`src/rtl/lw_sha_core_arbiter_if.sv`:
```
// Requester-side and core-side signal bundle for lw_sha_core_arbiter.
// The slave modport is the arbiter; the master modport drives requesters and the core model.
interface lw_sha_core_arbiter_if #(
  parameter int NUM_REQ   = 4,
  parameter int WORD_SIZE = 32
);
  logic [NUM_REQ-1:0]           req_i;
  logic [4*NUM_REQ-1:0]         opcode_i;
  logic [WORD_SIZE*NUM_REQ-1:0] data_i;
  logic [NUM_REQ-1:0]           valid_i;
  logic [NUM_REQ-1:0]           last_i;
  logic [NUM_REQ-1:0]           ready_o;
  logic [NUM_REQ-1:0]           grant_o;
  logic [NUM_REQ-1:0]           done_o;
  logic [NUM_REQ-1:0]           err_o;
  logic                         core_start_o;
  logic [3:0]                   core_opcode_o;
  logic [WORD_SIZE-1:0]         core_data_o;
  logic                         core_valid_o;
  logic                         core_last_o;
  logic                         core_abort_o;
  logic                         core_ready_i;
  logic                         core_idle_i;
  logic                         core_done_i;
  logic                         timeout_o;

  modport slave (
    input  req_i, opcode_i, data_i, valid_i, last_i,
    input  core_ready_i, core_idle_i, core_done_i,
    output ready_o, grant_o, done_o, err_o,
    output core_start_o, core_opcode_o, core_data_o, core_valid_o,
    output core_last_o, core_abort_o, timeout_o
  );

  modport master (
    output req_i, opcode_i, data_i, valid_i, last_i,
    output core_ready_i, core_idle_i, core_done_i,
    input  ready_o, grant_o, done_o, err_o,
    input  core_start_o, core_opcode_o, core_data_o, core_valid_o,
    input  core_last_o, core_abort_o, timeout_o
  );
endinterface

```
`src/rtl/lw_sha_core_arbiter.sv`:
```
// Job-granular round-robin arbiter sharing one SHA/HMAC core between NUM_REQ requesters.
// Optional watchdog abort enabled by defining LW_SHA_ARB_WDOG_EN.
module lw_sha_core_arbiter #(
  parameter int NUM_REQ        = 4,
  parameter int WORD_SIZE      = 32,
  parameter int TIMEOUT_CYCLES = 1024
) (
  input logic                  clk_i,
  input logic                  rst_i,
  lw_sha_core_arbiter_if.slave bus
);

  localparam int IDX_W = $clog2(NUM_REQ);

  typedef enum logic [2:0] {
    S_IDLE       = 3'd0,
    S_START      = 3'd1,
    S_STREAM     = 3'd2,
    S_WAIT_DONE  = 3'd3,
    S_ABORT_WAIT = 3'd4,
    S_RELEASE    = 3'd5
  } state_e;

  if (NUM_REQ < 2 || NUM_REQ > 8 || TIMEOUT_CYCLES < 2 ||
      (WORD_SIZE != 32 && WORD_SIZE != 64)) begin : g_param_check
    $error("lw_sha_core_arbiter: unsupported parameter set");
  end

  // First requesting index at or above ptr, wrapping; MSB flags a hit.
  function automatic logic [IDX_W:0] rr_pick(input logic [NUM_REQ-1:0] req,
                                             input logic [IDX_W-1:0]   ptr);
    logic [IDX_W:0] res;
    int             idx;
    res = '0;
    for (int i = NUM_REQ - 1; i >= 0; i--) begin
      idx = int'(ptr) + i;
      if (idx >= NUM_REQ) idx = idx - NUM_REQ;
      if (req[idx]) res = {1'b1, IDX_W'(idx)};
    end
    return res;
  endfunction

  function automatic logic [IDX_W-1:0] ptr_after(input logic [IDX_W-1:0] owner);
    if (int'(owner) == NUM_REQ - 1) return '0;
    else return owner + IDX_W'(1);
  endfunction

  state_e               state_q, state_d;
  logic [IDX_W-1:0]     rr_ptr_q, rr_ptr_d;
  logic [IDX_W-1:0]     owner_q, owner_d;
  logic [NUM_REQ-1:0]   grant_q, grant_d;
  logic [3:0]           opcode_q, opcode_d;
  logic                 last_q, last_d;
  logic [NUM_REQ-1:0]   done_q, done_d;
  logic [NUM_REQ-1:0]   err_q, err_d;
  logic                 abort_q, abort_d;
  logic [IDX_W:0]       pick_s;
  logic [NUM_REQ-1:0]   ready_s;
  logic [WORD_SIZE-1:0] data_s;
  logic                 owner_req_s;
  logic                 accept_s;
  logic                 wdog_hit_s;

  assign pick_s      = rr_pick(bus.req_i, rr_ptr_q);
  assign owner_req_s = bus.req_i[owner_q];
  assign accept_s    = (state_q == S_STREAM) && bus.valid_i[owner_q] && bus.core_ready_i;

  // Next-state, job sequencing and streaming pass-through.
  always_comb begin
    state_d  = state_q;
    rr_ptr_d = rr_ptr_q;
    owner_d  = owner_q;
    grant_d  = grant_q;
    opcode_d = opcode_q;
    last_d   = last_q;
    done_d   = '0;
    err_d    = '0;
    abort_d  = 1'b0;
    ready_s  = '0;
    data_s   = '0;
    case (state_q)
      S_IDLE: begin
        if (pick_s[IDX_W] && bus.core_idle_i) begin
          owner_d  = pick_s[IDX_W-1:0];
          grant_d  = NUM_REQ'(1) << pick_s[IDX_W-1:0];
          opcode_d = bus.opcode_i[int'(pick_s[IDX_W-1:0])*4 +: 4];
          state_d  = S_START;
        end else begin
          state_d  = S_IDLE;
        end
      end
      S_START: begin
        state_d = S_STREAM;
      end
      S_STREAM: begin
        ready_s[owner_q] = bus.core_ready_i;
        data_s           = bus.data_i[int'(owner_q)*WORD_SIZE +: WORD_SIZE];
        if (!owner_req_s || wdog_hit_s) begin
          abort_d = 1'b1;
          state_d = S_ABORT_WAIT;
        end else if (accept_s && bus.last_i[owner_q]) begin
          last_d  = 1'b1;
          state_d = S_WAIT_DONE;
        end else begin
          state_d = S_STREAM;
        end
      end
      S_WAIT_DONE: begin
        // A completing hash takes priority over a simultaneous request drop.
        if (bus.core_done_i) begin
          done_d  = grant_q;
          state_d = S_RELEASE;
        end else if (!owner_req_s || wdog_hit_s) begin
          abort_d = 1'b1;
          state_d = S_ABORT_WAIT;
        end else begin
          state_d = S_WAIT_DONE;
        end
      end
      S_RELEASE: begin
        grant_d  = '0;
        last_d   = 1'b0;
        opcode_d = 4'h0;
        rr_ptr_d = ptr_after(owner_q);
        state_d  = S_IDLE;
      end
      S_ABORT_WAIT: begin
        if (bus.core_idle_i) begin
          err_d    = grant_q;
          grant_d  = '0;
          last_d   = 1'b0;
          opcode_d = 4'h0;
          rr_ptr_d = ptr_after(owner_q);
          state_d  = S_IDLE;
        end else begin
          state_d  = S_ABORT_WAIT;
        end
      end
      default: begin
        state_d = S_IDLE;
      end
    endcase
  end

  // Arbiter state and registered outputs.
  always_ff @(posedge clk_i or posedge rst_i) begin
    if (rst_i) begin
      state_q  <= S_IDLE;
      rr_ptr_q <= '0;
      owner_q  <= '0;
      grant_q  <= '0;
      opcode_q <= 4'h0;
      last_q   <= 1'b0;
      done_q   <= '0;
      err_q    <= '0;
      abort_q  <= 1'b0;
    end else begin
      state_q  <= state_d;
      rr_ptr_q <= rr_ptr_d;
      owner_q  <= owner_d;
      grant_q  <= grant_d;
      opcode_q <= opcode_d;
      last_q   <= last_d;
      done_q   <= done_d;
      err_q    <= err_d;
      abort_q  <= abort_d;
    end
  end

`ifdef LW_SHA_ARB_WDOG_EN
  localparam int WDOG_W = (TIMEOUT_CYCLES > 2) ? $clog2(TIMEOUT_CYCLES) : 1;

  logic [WDOG_W-1:0] wdog_q, wdog_d;
  logic              timeout_q, timeout_d;
  logic              active_s;

  assign active_s = (state_q == S_STREAM) || (state_q == S_WAIT_DONE);
  // Firing one count early lets the registered pulse coincide with the count reaching TIMEOUT-1.
  assign wdog_hit_s = active_s && !accept_s && (wdog_q == WDOG_W'(TIMEOUT_CYCLES - 2));

  // Watchdog count: cleared on accepted words and outside the streaming states.
  always_comb begin
    wdog_d    = '0;
    timeout_d = wdog_hit_s && (state_d == S_ABORT_WAIT);
    if (active_s) begin
      if (accept_s) wdog_d = '0;
      else          wdog_d = wdog_q + WDOG_W'(1);
    end else begin
      wdog_d = '0;
    end
  end

  // Watchdog counter and timeout pulse register.
  always_ff @(posedge clk_i or posedge rst_i) begin
    if (rst_i) begin
      wdog_q    <= '0;
      timeout_q <= 1'b0;
    end else begin
      wdog_q    <= wdog_d;
      timeout_q <= timeout_d;
    end
  end

  assign bus.timeout_o = timeout_q;
`else
  assign wdog_hit_s    = 1'b0;
  assign bus.timeout_o = 1'b0;
`endif

  assign bus.ready_o       = ready_s;
  assign bus.grant_o       = grant_q;
  assign bus.done_o        = done_q;
  assign bus.err_o         = err_q;
  assign bus.core_start_o  = (state_q == S_START);
  assign bus.core_opcode_o = opcode_q;
  assign bus.core_data_o   = data_s;
  assign bus.core_valid_o  = accept_s;
  assign bus.core_last_o   = last_q;
  assign bus.core_abort_o  = abort_q;

endmodule

```
`src/flat_wrapper.sv`:
```
// flat-port wrapper written by rule: the top's interface ports become plain ports
module lw_sha_core_arbiter_flat 
#(
  parameter int NUM_REQ        = 4,
  parameter int WORD_SIZE      = 32,
  parameter int TIMEOUT_CYCLES = 1024
)
  (clk_i, rst_i, bus_req_i, bus_opcode_i, bus_data_i, bus_valid_i, bus_last_i, bus_core_ready_i, bus_core_idle_i, bus_core_done_i, bus_ready_o, bus_grant_o, bus_done_o, bus_err_o, bus_core_start_o, bus_core_opcode_o, bus_core_data_o, bus_core_valid_o, bus_core_last_o, bus_core_abort_o, bus_timeout_o);
  lw_sha_core_arbiter_if #(.NUM_REQ(NUM_REQ), .WORD_SIZE(WORD_SIZE)) bus_i ();
  input logic clk_i;
  input logic rst_i;
  input wire logic [$bits(bus_i.req_i)-1:0] bus_req_i;
  input wire logic [$bits(bus_i.opcode_i)-1:0] bus_opcode_i;
  input wire logic [$bits(bus_i.data_i)-1:0] bus_data_i;
  input wire logic [$bits(bus_i.valid_i)-1:0] bus_valid_i;
  input wire logic [$bits(bus_i.last_i)-1:0] bus_last_i;
  input wire logic [$bits(bus_i.core_ready_i)-1:0] bus_core_ready_i;
  input wire logic [$bits(bus_i.core_idle_i)-1:0] bus_core_idle_i;
  input wire logic [$bits(bus_i.core_done_i)-1:0] bus_core_done_i;
  output wire logic [$bits(bus_i.ready_o)-1:0] bus_ready_o;
  output wire logic [$bits(bus_i.grant_o)-1:0] bus_grant_o;
  output wire logic [$bits(bus_i.done_o)-1:0] bus_done_o;
  output wire logic [$bits(bus_i.err_o)-1:0] bus_err_o;
  output wire logic [$bits(bus_i.core_start_o)-1:0] bus_core_start_o;
  output wire logic [$bits(bus_i.core_opcode_o)-1:0] bus_core_opcode_o;
  output wire logic [$bits(bus_i.core_data_o)-1:0] bus_core_data_o;
  output wire logic [$bits(bus_i.core_valid_o)-1:0] bus_core_valid_o;
  output wire logic [$bits(bus_i.core_last_o)-1:0] bus_core_last_o;
  output wire logic [$bits(bus_i.core_abort_o)-1:0] bus_core_abort_o;
  output wire logic [$bits(bus_i.timeout_o)-1:0] bus_timeout_o;
  assign bus_i.req_i = bus_req_i;
  assign bus_i.opcode_i = bus_opcode_i;
  assign bus_i.data_i = bus_data_i;
  assign bus_i.valid_i = bus_valid_i;
  assign bus_i.last_i = bus_last_i;
  assign bus_i.core_ready_i = bus_core_ready_i;
  assign bus_i.core_idle_i = bus_core_idle_i;
  assign bus_i.core_done_i = bus_core_done_i;
  assign bus_ready_o = bus_i.ready_o;
  assign bus_grant_o = bus_i.grant_o;
  assign bus_done_o = bus_i.done_o;
  assign bus_err_o = bus_i.err_o;
  assign bus_core_start_o = bus_i.core_start_o;
  assign bus_core_opcode_o = bus_i.core_opcode_o;
  assign bus_core_data_o = bus_i.core_data_o;
  assign bus_core_valid_o = bus_i.core_valid_o;
  assign bus_core_last_o = bus_i.core_last_o;
  assign bus_core_abort_o = bus_i.core_abort_o;
  assign bus_timeout_o = bus_i.timeout_o;
  lw_sha_core_arbiter #(.NUM_REQ(NUM_REQ), .WORD_SIZE(WORD_SIZE), .TIMEOUT_CYCLES(TIMEOUT_CYCLES)) u_core (.clk_i(clk_i), .rst_i(rst_i), .bus(bus_i));
endmodule
```
`config.mk`:
```
export PLATFORM = sky130hd
export DESIGN_NAME = lw_sha_core_arbiter_flat
export DESIGN_NICKNAME = d
export VERILOG_FILES = /design/src/rtl/lw_sha_core_arbiter_if.sv /design/src/rtl/lw_sha_core_arbiter.sv /design/src/flat_wrapper.sv
export SDC_FILE = /design/constraint.sdc
export NUM_CORES = 1
export LEC_CHECK = 0
export ABC_AREA = 0
export BUFFER_PORTS_ARGS = -buffer_cell sky130_fd_sc_hd__buf_4
export CORE_ASPECT_RATIO = 0.75
export CORE_MARGIN = 5
export CORE_UTILIZATION = 41
export CTS_BUF_LIST = sky130_fd_sc_hd__clkbuf_8
export CTS_CLUSTER_SIZE = 28
export DETAILED_ROUTE_END_ITERATION = 6
export GPL_TIMING_DRIVEN = 0
export PLACE_DENSITY = 0.88
export SKIP_CTS_REPAIR_TIMING = 1
export SYNTH_ARGS = -nofsm -noshare
export SYNTH_HDL_FRONTEND = slang
export SYNTH_SLANG_ARGS = --single-unit
```
`constraint.sdc`:
```
create_clock -name clk_i -period 5 [get_ports clk_i]
set_input_delay 0.25 -clock clk_i [delete_from_list [all_inputs] [get_ports clk_i]]
set_output_delay 0.25 -clock clk_i [all_outputs]
set_load 0.02 [all_outputs]
```
==> flow_summary_export.csv, run 1 <==
group,metric,value,unit
outcome,outcome,"finished, final reports clean",
critical_path,cp.arrival,2350,ps
sta,period_minus_slack,2597,ps
sta,max_freq,385.1,MHz
global_routing,gr-total-overflow,0,
sta,rsz0062_at_grt,"false",
logic_synthesis,ys_ff_latch,25,
finish,final_layout_size_suffix_gt1_frac,0.6500,
placement,gp_congestion,0.9458,
critical_path,worstSetupPathType,"reg2out",
power,p_per_area,400.5,nW/um^2
drt,via_per_inst,5.442,
finish,antenna_cells,0,
clocking,clkTransAtPathRegs,90,ps
clocking,root_buffer,"clkbuf_8",
finish,nets,586,
placement,place_inst,491,
clocking,clk_latency,270,ps
clocking,clk_path_buf_depth,2,
logic_synthesis,syn_area,2333,um^2
placement,port_buffers,216,
critical_path,cp-end-kind,"output port",
die,die-area,7316,um^2
die,io_pins,218,
critical_path,crit_required,4750,ps
global_routing,track_usage,0.2892,
clocking,clock_sinks,25,
logic_synthesis,synth_area_per_cell,11.67,um^2
sta,setup_viol,0,
drt,vias,2694,
die,core-area,5439,um^2
finish,syn_to_final_growth,75.60,%
finish,fillers,394,
sta,fin_ws,2403,ps
clocking,cts_max_level,1,
global_routing,grt_max_degree,26,
finish,seq_area,625.6,um^2
sta,tns,0,ps
die,rows,23,
drt,drc,0,
die,die_y,75.34,um
critical_path,cp-start-kind,"register",
clocking,cts_inserted_buffers,3,
drt,drtIter0Drc,100,
global_routing,antenna_found_initial,0,
placement,dp_hpwl,9.066,mm
sta,maxSlewHeadroom,0.3723,
power,irDropWorstVdd,0.0001839,V
critical_path,regToRegEndpoint,"u_core.rr_ptr_q[1]$_DFFE_PP0P_",
flow_run,cap_violations,0,
sta,worst_slew_pin_slew,940.5,ps
critical_path,cp_max_fo,10,
finish,multi_input_area,1599,um^2
min_path,hp-class,"in2async",
die,initial_core_util,0.4290,
critical_path,r2r_setup_slack,2860,ps
critical_path,rr_worst_depth,5,
drt,firstDrtPassIters,5,
sta,whs,185.0,ps
logic_synthesis,syn-num-nets,365,
sta,clock_skew,2.524,ps
drt,routed_wl,10.44,mm
drt,wl_per_cell,21.09,um
logic_synthesis,syn_inst,200,
logic_synthesis,ys_seq_area_frac,0.2681,
clocking,cts_tree,"done",
global_routing,grt_pass1_vias,2860,
logic_synthesis,synth.distinct_cells,39,
finish,finalNonFillerCells,495,
critical_path,r2r_start,"u_core.owner_q[1]$_DFFE_PP0P_",
die,dieWidth,97.11,um
power,p_leak,2.080,nW
sta,finalHoldViolations,0,
global_routing,grt_pass1_wl,15.99,mm
sta,post-route-period-util,0.5194,
drt,drtAntennaViolNets,0,
logic_synthesis,yosysWarningCount,0,
placement,dpl_worst_slack,2700,ps
sta,finalMaxSlewViolations,0,
[registers in the layout, indices dropped and copies added (netlist names)]
name / count
u_core.bus.core_abort_o: 1
u_core.bus.core_last_o: 1
u_core.bus.core_opcode_o: 4
u_core.bus.done_o: 4
u_core.bus.err_o: 4
u_core.bus.grant_o: 4
u_core.owner_q: 2
u_core.rr_ptr_q: 2
u_core.state_q: 3
[kinds of logic after synthesis]
family | after synthesis | synth area share
muxes | 44 | 0.3861
AOI/OAI and AO/OA | 21 | 0.07400
buffers and inverters | 24 | 0.04665
and+or+nand+nor | 81 | 0.2021
adders and majority gates | 4 | 0.02145
DFF | 25 | 0.2681
other | 1 | 0.001607
[cells in the mapped netlist]
cell	n	area, um^2
and3_1	7	43.79
mux2_2	4	45.04
a21oi_1	1	5.000
o21ai_0	4	20.02
inv_2	1	3.750
dfrtp_1	25	625.6
buf_1	1	3.750
a32o_1	2	20.02
mux2_4	3	45.04
or4_1	1	7.510
o22a_1	1	8.760
mux4_2	35	788.3
o211a_1	1	10.01
and2_1	44	275.3
nor2_1	11	41.29
buf_2	6	30.03
a21o_1	2	15.01
conb_1	1	3.750
nor3_1	1	5.000
buf_6	1	11.26
nand3_1	1	5.000
a221oi_2	1	15.01
inv_1	7	26.28
nor3b_2	1	12.51
a221o_1	4	40.04
nor3b_1	2	15.01
nand2b_1	2	12.51
mux2_1	2	22.52
nor2b_1	2	12.51
buf_4	1	7.510
clkbuf_1	7	26.28
o32ai_1	1	8.760
nand2_1	6	22.52
a31oi_1	1	6.260
ha_1	4	50.05
or3_1	1	6.260
a22o_1	2	17.52
nor4_1	2	12.51
o22ai_1	1	6.260
[report_power, final]
part           internal (mW)  switching, mW  leakage [nW]
registers              0.260         0.0450         0.332
logic                  0.617          0.594          1.73
clock network         0.0565         0.0677        0.0217
[through the flow]
step / utilization / power (mW) / instance area (um^2)
5_1_grt: 0.7534 / 1.748 / 4098
4_1_cts: 0.7534 / 1.644 / 4098
6_report: 0.7534 / 1.641 / 4098
3_3_place_gp: 0.7444 / 1.493 / 4049
3_5_place_dp: 0.7444 / 1.518 / 4049
2_1_floorplan: - / 1.080 / 2333
[how the worst max path moves through the flow]
| stage | from | to | cells after the start |
|---|---|---|---|
| final | u_core.owner_q[0]$_DFFE_PP0P_ | bus_core_data_o[18] | 5 |
| after global placement | u_core.owner_q[0]$_DFFE_PP0P_ | bus_core_data_o[10] | 5 |
| after CTS | u_core.owner_q[0]$_DFFE_PP0P_ | bus_core_data_o[18] | 5 |
| after floorplan | u_core.owner_q[0]$_DFFE_PP0P_ | bus_core_data_o[10] | 4 |
| after detailed placement | u_core.owner_q[0]$_DFFE_PP0P_ | bus_core_data_o[18] | 5 |
| after global routing | u_core.owner_q[1]$_DFFE_PP0P_ | bus_core_data_o[18] | 5 |
[area by class of cell]
class / count / area share
Tap cell: 75 / 0.02290
Sequential cell: 25 / 0.1527
Inverter: 8 / 0.007328
Clock buffer: 3 / 0.01008
Multi-Input combinational cell: 151 / 0.3902
Buffer: 16 / 0.01924
Timing Repair Buffer: 216 / 0.3957
Clock inverter: 1 / 0.001832
[layout by cell type, fill, tap and decap left out, types with 3 or more instances in the layout]
master    count
inv_1         7
mux2_4        3
ha_1          4
clkbuf_8      3
and2_1       44
nor2_1       11
buf_2         6
a221o_1       4
o21ai_0       4
dfrtp_1      25
and3_1        7
clkbuf_1      7
mux4_2       35
buf_4       217
mux2_2        4
nand2_1       6
[routing by layer]
layer,routed length (um),track usage,part of all wire,up-vias
li1,-,-,-,1195
met4,473,0.1184,0.045,0
met1,3847,0.3416,0.37,1307
met2,5296,0.5183,0.51,160
met3,822,0.07502,0.079,32
met5,0,0,0,-
[critical path, cell delays in order (launching register included)]
cell	delay [ps]
dfrtp_1	470
buf_2	330
buf_2	380
mux4_2	560
and2_1	180
buf_4	150
Power figures use the tool's default switching activity.
==> run 2: changes to the inputs <==
ABC_AREA = 1   (was 0)
PLACE_DENSITY = 0.84   (was 0.88)
clock period = 2.55 ns   (was 5 ns; I/O delays follow)
==> flow_summary_export.csv, run 2 <==
group,metric,value,unit
outcome,outcome,"finished, final reports clean",
drt,via_per_inst,5.173,
sta,tns,0,ps
critical_path,cp-start-kind,"register",
drt,wl_per_cell,16.21,um
logic_synthesis,synth_edf_count,0,
logic_synthesis,syn_inst,473,
finish,final_cell_mix,"buf_4, nor2_1, o21ai_0",
die,io_pins,218,
logic_synthesis,ys_ff_latch,25,
drt,drtAntennaViolNets,0,
logic_synthesis,syn_area,2671,um^2
finish,antenna_cells,0,
finish,syn_to_final_growth,66.09,%
drt,routed_wl,12.53,mm
die,die_y,79.91,um
logic_synthesis,synthTopCellsByCount,"nor2_1, o21ai_0, nand2_1",
drt,drc,0,
die,dieWidth,103.2,um
sta,whs,79.46,ps
global_routing,track_usage,0.3006,
placement,dpl_worst_slack,405.0,ps
logic_synthesis,syn-num-nets,638,
critical_path,crit_required,2420,ps
clocking,cts_inserted_buffers,3,
finish,final_layout_size_suffix_gt1_frac,0.3642,
global_routing,gr-total-overflow,0,
sta,clock_skew,4.474,ps
sta,finalHoldViolations,0,
sta,finalMaxSlewViolations,0,
die,initial_core_util,0.4228,
logic_synthesis,ys_seq_area_frac,0.2342,
min_path,hp-class,"in2async",
sta,period_minus_slack,2351,ps
logic_synthesis,synthTopCellsByArea,"dfrtp_1, nor2_1, o21ai_0, nand2_1, a21oi_1",
logic_synthesis,synth_top_area_share,0.2342,
finish,nets,858,
placement,dp_hpwl,10.34,mm
clocking,clock_sinks,25,
sta,post-route-period-util,0.9220,
sta,setup_viol,0,
logic_synthesis,yosysWarningCount,0,
power,p_per_area,920.8,nW/um^2
clocking,clkTransAtPathRegs,90,ps
finish,final_common_cell,"buf_4",
clocking,cts_max_level,1,
sta,maxSlewHeadroom,0.3555,
drt,drtIter0Drc,258,
sta,worst_slew_pin_slew,965.7,ps
logic_synthesis,synth_area_per_cell,5.648,um^2
global_routing,antenna_found_initial,0,
power,irDropWorstVdd,0.0003380,V
global_routing,grt_pass1_wl,19.71,mm
logic_synthesis,async_reset_ff_frac,1.000,
logic_synthesis,synth_most_common_cell,"nor2_1",
power,p_leak,2.393,nW
finish,fillers,571,
clocking,cts_tree,"done",
clocking,root_buffer,"clkbuf_8",
die,core-area,6319,um^2
drt,firstDrtPassIters,5,
power,power,4.086,mW
logic_synthesis,synth_area_leader_cell,"dfrtp_1",
critical_path,cp-end-kind,"output port",
critical_path,cp.arrival,2220,ps
placement,gp_congestion,0.9375,
critical_path,cp_max_fo,10,
sta,rsz0062_at_grt,"false",
clocking,clk_latency,270,ps
die,die-area,8247,um^2
die,rows,25,
logic_synthesis,synth_ff_type,"dfrtp_1",
placement,port_buffers,216,
clocking,clk_path_buf_depth,2,
global_routing,grt_pass1_vias,4053,
logic_synthesis,synth.distinct_cells,29,
sta,max_freq,425.3,MHz
sta,fin_ws,199.0,ps
global_routing,grt_max_degree,26,
drt,vias,3999,
flow_run,cap_violations,0,
critical_path,worstSetupPathType,"reg2out",
[run 2: per-layer routing]
layer,vias up,part of all wire,track usage
li1,1959,-,-
met1,1772,0.37,0.3526
met2,224,0.50,0.5327
met3,44,0.091,0.07424
met4,0,0.041,0.09573
met5,-,0,0
[run 2: where the power goes]
part           internal [mW]  switching [mW]  total [mW]
clock network          0.108           0.125       0.233
logic                   1.18            2.07        3.26
registers              0.507          0.0899       0.597
total                   1.80            2.29        4.09
[run 2: path summary, 6_finish.rpt]
kind	start	endpoint	slack, ps	cells past startpoint
max in group asynchronous	rst_i	u_core.bus.err_o[3]$_DFF_PP0_	1890	2
worst min register to register	u_core.bus.grant_o[3]$_DFFE_PP0P_	u_core.bus.grant_o[3]$_DFFE_PP0P_	510	2
worst min-delay path	rst_i	u_core.bus.err_o[1]$_DFF_PP0_	80	2
worst max-delay path	u_core.owner_q[0]$_DFFE_PP0P_	bus_core_data_o[8]	200	8
worst max register to register	u_core.rr_ptr_q[0]$_DFFE_PP0P_	u_core.bus.grant_o[1]$_DFFE_PP0P_	630	10
min in group clk_i	bus_core_done_i	u_core.state_q[2]$_DFF_PP0_	130	3
[run 2: kinds of logic after synthesis]
family,Yosys count,share of synthesized area
AND/OR/NAND/NOR,263,0.4215
AO/OA/AOI/OAI,120,0.2258
buffers and inverters,59,0.09508
flip-flops,25,0.2342
adder cells (fa/ha/maj),4,0.01874
XOR/XNOR,1,0.003279
other,1,0.001404
[run 2: through the flow]
stage	util	instance area (um^2)	instances
after floorplan	-	2671	473
after global placement	0.6954	4394	770
after detailed placement	0.6954	4394	770
after CTS	0.7026	4439	774
final	0.7022	4437	773
after global routing	0.7022	4437	773
[run 2: worst max-delay path: stages (launching register included)]
cell      delay (ps)
dfrtp_1          440
buf_2            240
buf_2            250
clkbuf_1         400
nor2_1            90
nor2_1           100
o21ai_0          100
a21oi_1          160
buf_4            170
[run 2: area by class of cell]
| class | instances | area [um^2] | area share |
|---|---|---|---|
| Buffer | 29 | 142.6 | 0.03215 |
| Clock buffer | 3 | 41.29 | 0.009306 |
| Clock inverter | 1 | 3.754 | 0.0008460 |
| Inverter | 29 | 108.9 | 0.02453 |
| Multi-Input combinational cell | 389 | 1792 | 0.4038 |
| Sequential cell | 25 | 625.6 | 0.1410 |
| Tap cell | 81 | 101.3 | 0.02284 |
| Timing Repair Buffer | 216 | 1622 | 0.3655 |
